===== src/rtl/id_ex_operand_stage.sv =====
// ID/EX pipeline register feeding the ALU: latches decoded fields, forwards from
// EX/MEM and MEM/WB, builds immediate/shift operands and detects load-use hazards.
module id_ex_operand_stage (
  input  logic        clk,
  input  logic        reset,
  input  logic        id_valid,
  input  logic [3:0]  id_ALUOperation,
  input  logic [4:0]  id_rs,
  input  logic [4:0]  id_rt,
  input  logic [4:0]  id_rd,
  input  logic        id_uses_rs,
  input  logic        id_uses_rt,
  input  logic [31:0] id_rs_data,
  input  logic [31:0] id_rt_data,
  input  logic [15:0] id_imm,
  input  logic [4:0]  id_shamt,
  input  logic        id_ALUSrc,
  input  logic        id_ExtSign,
  input  logic        id_Shift,
  input  logic        id_RegWrite,
  input  logic        id_MemRead,
  input  logic        id_MemWrite,
  input  logic        flush,
  input  logic        exmem_RegWrite,
  input  logic [4:0]  exmem_rd,
  input  logic [31:0] exmem_result,
  input  logic        memwb_RegWrite,
  input  logic [4:0]  memwb_rd,
  input  logic [31:0] memwb_result,
  output logic        stall,
  output logic        ex_valid,
  output logic [3:0]  ALUOperation,
  output logic [31:0] A,
  output logic [31:0] B,
  output logic [31:0] ex_store_data,
  output logic [4:0]  ex_rd,
  output logic        ex_RegWrite,
  output logic        ex_MemRead,
  output logic        ex_MemWrite
);

  // Handshake: id_valid qualifies the ID fields; while stall=1 this stage does
  // not accept ID and the upstream stage must re-present the same instruction
  // next cycle; ex_valid qualifies every EX-side output.

  localparam logic [3:0] OP_AND = 4'b0000;

  logic        valid_q;
  logic [3:0]  op_q;
  logic [4:0]  rs_q;
  logic [4:0]  rt_q;
  logic [4:0]  rd_q;
  logic [31:0] rs_data_q;
  logic [31:0] rt_data_q;
  logic [31:0] imm_ext_q;
  logic [4:0]  shamt_q;
  logic        alusrc_q;
  logic        shift_q;
  logic        regwrite_q;
  logic        memread_q;
  logic        memwrite_q;

  logic [31:0] id_imm_ext;
  logic        rs_conflict;
  logic        rt_conflict;
  logic        load_use;
  logic [31:0] fwd_rs;
  logic [31:0] fwd_rt;

  assign id_imm_ext = id_ExtSign ? {{16{id_imm[15]}}, id_imm} : {16'b0, id_imm};

  // A load in EX cannot feed a dependent instruction in ID until one cycle later.
  always_comb begin
    rs_conflict = id_uses_rs && (id_rs == rd_q);
    rt_conflict = id_uses_rt && (id_rt == rd_q);
    load_use    = valid_q && memread_q && (rd_q != 5'd0) && id_valid &&
                  (rs_conflict || rt_conflict);
    stall       = !reset && load_use;
  end

  always_ff @(posedge clk) begin
    if (reset) begin
      valid_q    <= 1'b0;
      op_q       <= OP_AND;
      rs_q       <= 5'd0;
      rt_q       <= 5'd0;
      rd_q       <= 5'd0;
      rs_data_q  <= 32'd0;
      rt_data_q  <= 32'd0;
      imm_ext_q  <= 32'd0;
      shamt_q    <= 5'd0;
      alusrc_q   <= 1'b0;
      shift_q    <= 1'b0;
      regwrite_q <= 1'b0;
      memread_q  <= 1'b0;
      memwrite_q <= 1'b0;
    end else if (flush || stall) begin
      // Bubble: data fields are left as they are since nothing consumes them.
      valid_q    <= 1'b0;
      op_q       <= OP_AND;
      alusrc_q   <= 1'b0;
      shift_q    <= 1'b0;
      regwrite_q <= 1'b0;
      memread_q  <= 1'b0;
      memwrite_q <= 1'b0;
    end else begin
      valid_q    <= id_valid;
      op_q       <= id_ALUOperation;
      rs_q       <= id_rs;
      rt_q       <= id_rt;
      rd_q       <= id_rd;
      rs_data_q  <= id_rs_data;
      rt_data_q  <= id_rt_data;
      imm_ext_q  <= id_imm_ext;
      shamt_q    <= id_shamt;
      alusrc_q   <= id_ALUSrc;
      shift_q    <= id_Shift;
      regwrite_q <= id_RegWrite;
      memread_q  <= id_MemRead;
      memwrite_q <= id_MemWrite;
    end
  end

  // EX/MEM is the younger producer, so it wins over MEM/WB; r0 never forwards.
  always_comb begin
    fwd_rs = rs_data_q;
    if (rs_q != 5'd0) begin
      if (exmem_RegWrite && (exmem_rd == rs_q)) begin
        fwd_rs = exmem_result;
      end else if (memwb_RegWrite && (memwb_rd == rs_q)) begin
        fwd_rs = memwb_result;
      end
    end
  end

  always_comb begin
    fwd_rt = rt_data_q;
    if (rt_q != 5'd0) begin
      if (exmem_RegWrite && (exmem_rd == rt_q)) begin
        fwd_rt = exmem_result;
      end else if (memwb_RegWrite && (memwb_rd == rt_q)) begin
        fwd_rt = memwb_result;
      end
    end
  end

  // Shifts operate on rt by shamt; everything else is rs op (imm | rt).
  always_comb begin
    if (shift_q) begin
      A = fwd_rt;
      B = {27'b0, shamt_q};
    end else begin
      A = fwd_rs;
      B = alusrc_q ? imm_ext_q : fwd_rt;
    end
  end

  assign ex_store_data = fwd_rt;
  assign ex_valid      = valid_q;
  assign ALUOperation  = op_q;
  assign ex_rd         = rd_q;
  assign ex_RegWrite   = valid_q && regwrite_q;
  assign ex_MemRead    = valid_q && memread_q;
  assign ex_MemWrite   = valid_q && memwrite_q;

endmodule


===== config.mk =====
export PLATFORM = sky130hd
export DESIGN_NAME = id_ex_operand_stage
export DESIGN_NICKNAME = d
export VERILOG_FILES = /design/src/rtl/id_ex_operand_stage.sv
export SDC_FILE = /design/constraint.sdc
export NUM_CORES = 1
export LEC_CHECK = 0
export ABC_CLOCK_PERIOD_IN_PS = 3400
export CORE_AREA = 2 2 139 141
export DETAILED_ROUTE_END_ITERATION = 6
export DIE_AREA = 0 0 141 143
export PLACE_DENSITY = 0.88
export RECOVER_POWER = 25
export SLEW_MARGIN = 30
export SYNTH_ARGS = -nofsm -noshare
export SYNTH_HDL_FRONTEND = slang
export SYNTH_SLANG_ARGS = --single-unit

===== constraint.sdc =====
create_clock -name clk -period 3.4 [get_ports clk]
set_clock_uncertainty 0.15 [all_clocks]
set_input_delay 0.68 -clock clk [delete_from_list [all_inputs] [get_ports clk]]
set_output_delay 0.68 -clock clk [all_outputs]
set_load 0.01 [all_outputs]

==> metrics <==
status finished with violations; failing checks setup timing; CTS tree built; most common cell after layout, fill and taps aside nand2b_1; CP arrival 2600 ps; max cap viols 0; Leak 5.49 nW; Slew @ Worst Pin 934 ps; global placement routability congestion 0.984; startpoint class of the critical path input pin; via/cell ratio 6.46; CP max FO 11; cts bufs inserted 9; final net count 1,543; Post-Syn Area 0.00831 mm2; FF-to-FF End rs_data_q[16]$_SDFFE_PP0N_; sequential element share of the synthesized area 0.267; root buf cell clkbuf_16; placed cells 1,548; Initial Utilization 0.447; I/O Pins 302; CTS sink count 111; Storage cell area 0.00223 mm2; WS Path Type input pin to primary output; #FFs+latches synth 111; PD cells 298 mW/mm2; Reg2Reg Depth 7; Synth cell types 52; fillers 1,357; final worst slack -34.3 ps; final period utilization 1.01; Final HPWL DP 26.9 mm; Most used DFF post-synth dfxtp_1; final setup violating endpoints 6; Placed Area 0.0121 mm2; most frequent cells in the layout 201 x nand2b_1, 179 x clkdlybuf4s50_1, 105 x dfxtp_1, 101 x mux2i_1, 95 x buf_4; GRT Total Usage 0.362; Avg Inst Size Synth 8.23 um2; RSZ-0062 raised after global routing yes; area of the multi-input gates 0.00615 mm2; WL final 39.2 mm; final non-filler cell total 1,596; number of remaining DRC errors 0; Yosys warnings 0; syn_nets 1,202; initial antenna violation count 7; DRT antenna net count 0; Clock Latency Late Sink 370 ps; final hold vios 0; final instance area 0.0134 mm2; area grow syn2layout 60.9%; CTS Hold Bufs 0; Slew Viols, Final 0; worst hold endpoint imm_ext_q[12]$_SDFFE_PP0N_; min-delay worst type flip-flop to flip-flop; Min Clock Period, post-route 3430 ps; number of global-route vias before repair 9,879; die area 0.0202 mm2; total core area 0.0186 mm2; die height 143 um; R2R Path Start ex_rd[0]$_SDFFE_PP0N_; setup TNS -134 ps; largest net degree at the start of global routing 152; Row Count 50; first-pass GRT wire length 56.4 mm; gr ovfl total 0; Worst VDD drop 0.274 mV; Chip Width 141 um; hold path cells 2; drt pass-1 iters 5; fraction of layout cells with a size suffix above 1 0.246; clock slew at reported path FFs 80 ps; R2R setup slack 830 ps; max_slew headroom 0.376; Post-Synthesis Cells 1,010; H-tree Lvls 3; fmax 291 MHz; DR iter-0 viols 999; share of flip-flops with an asynchronous set or reset 0; Port-buffer cells 301; Hold Path Origin imm_ext_q[12]$_SDFFE_PP0N_; DR WL/cell 24.5 um; Clock Path Buffers 2; CP required 2570 ps; number of synthesized flops with an enable pin 0; via count 10,315; crit path capture type primary output
==> routing by layer <==
layer  share of wire  vias to the layer above  GRT usage
li1                -                     4452          -
met1            0.38                     4868      0.447
met4           0.070                        0      0.175
met5               0                        -          0
met3           0.095                      216     0.0731
met2            0.46                      779      0.604
==> repair_timing <==
action	in CTS	in global routing
setup buffers	9	11
resized for setup	344	123
pin swaps	14	23
endpoints found under the setup margin	96	94
cloned	3	4
==> worst max-delay path by stage <==
stage | start | end | slack [ps] | cells past startpoint
finish | exmem_rd[4] | B[0] | -30 | 9
global route | memwb_rd[1] | A[20] | -70 | 11
CTS | exmem_rd[3] | A[24] | -30 | 10
detailed placement | memwb_rd[1] | A[19] | -740 | 9
global placement | memwb_rd[1] | A[19] | -690 | 9
floorplan | memwb_rd[0] | A[10] | 500 | 7
==> flip-flops by register name, indices dropped and copies added, names as in the netlist <==
| name | flops |
|---|---|
| ALUOperation | 4 |
| alusrc_q | 1 |
| ex_rd | 5 |
| ex_valid | 1 |
| imm_ext_q | 17 |
| memread_q | 1 |
| memwrite_q | 1 |
| regwrite_q | 1 |
| rs_data_q | 32 |
| rs_q | 5 |
| rt_data_q | 32 |
| rt_q | 5 |
| shamt_q | 5 |
| shift_q | 1 |
==> Yosys cell counts, drive strengths merged, types with 2 or more instances <==
| cell type | number | share of area |
|---|---|---|
| buf | 47 | 0.036 |
| nand3 | 15 | 0.010 |
| a21o | 3 | 0.0027 |
| and2 | 7 | 0.0053 |
| xor2 | 5 | 0.0053 |
| a211oi | 2 | 0.0024 |
| o311a | 2 | 0.0024 |
| o2bb2ai | 2 | 0.0021 |
| and4 | 16 | 0.017 |
| dfxtp | 111 | 0.27 |
| o21ai | 36 | 0.022 |
| nand4 | 8 | 0.0060 |
| o221ai | 43 | 0.045 |
| a221o | 2 | 0.0024 |
| a311oi | 5 | 0.0053 |
| o2111ai | 21 | 0.022 |
| o311ai | 14 | 0.015 |
| and3 | 16 | 0.012 |
| clkbuf | 60 | 0.027 |
| a41oi | 35 | 0.037 |
| xnor2 | 25 | 0.026 |
| mux2i | 101 | 0.12 |
| nand2 | 10 | 0.0048 |
| nor2 | 8 | 0.0036 |
| o211ai | 5 | 0.0051 |
| nor3 | 33 | 0.020 |
| and3b | 9 | 0.0095 |
| inv | 64 | 0.029 |
| nand2b | 201 | 0.15 |
| a21oi | 13 | 0.0078 |
| a22o | 2 | 0.0021 |
| or3 | 5 | 0.0038 |
| o22ai | 29 | 0.022 |
| a32oi | 13 | 0.014 |
| a31oi | 36 | 0.027 |
==> kinds of logic (layout without fill, tap and decap cells) <==
| logic type | Yosys count | count (layout) | share of synthesized area |
|---|---|---|---|
| AND/OR/NAND/NOR | 333 | 333 | 0.249 |
| AO/OA/AOI/OAI | 264 | 264 | 0.238 |
| multiplexers | 101 | 101 | 0.122 |
| other | 0 | 7 | 0 |
| flip-flops | 111 | 111 | 0.267 |
| buffers and inverters | 171 | 516 | 0.0924 |
| XOR/XNOR | 30 | 30 | 0.0316 |
==> layout make-up <==
type / count / area share
Clock buffer: 11 / 0.0189
Antenna cell: 7 / 0.00131
Sequential cell: 111 / 0.167
Clock inverter: 4 / 0.00393
Inverter: 64 / 0.0180
Multi-Input combinational cell: 728 / 0.460
Timing Repair Buffer: 437 / 0.309
Tap cell: 234 / 0.0219
==> metrics by stage <==
step                      worst slack (ps)  hold slack, ps  power [mW]  utilization
after global routing                 -70.5             348        4.11        0.720
after CTS                            -29.3             327        3.89        0.697
after floorplan                        502             294        2.04            -
after global placement                -693             306        2.74        0.652
final                                -34.3             330        3.98        0.720
after detailed placement              -744             309        2.76        0.652
==> critical path: stages <==
cell and delay [ps]:
clkbuf_2 130, xnor2_2 250, and4_4 350, buf_4 150
buf_4 170, and4_1 300, a31oi_4 60, a21oi_2 220
clkdlybuf4s15_2 290
==> power breakdown <==
part,total (mW),switching (mW),internal [mW]
Clock,1.13,0.516,0.613
Combinational,1.39,0.694,0.693
Sequential,1.46,0.0825,1.38
Total,3.98,1.29,2.69
Power figures use the tool's default switching activity.
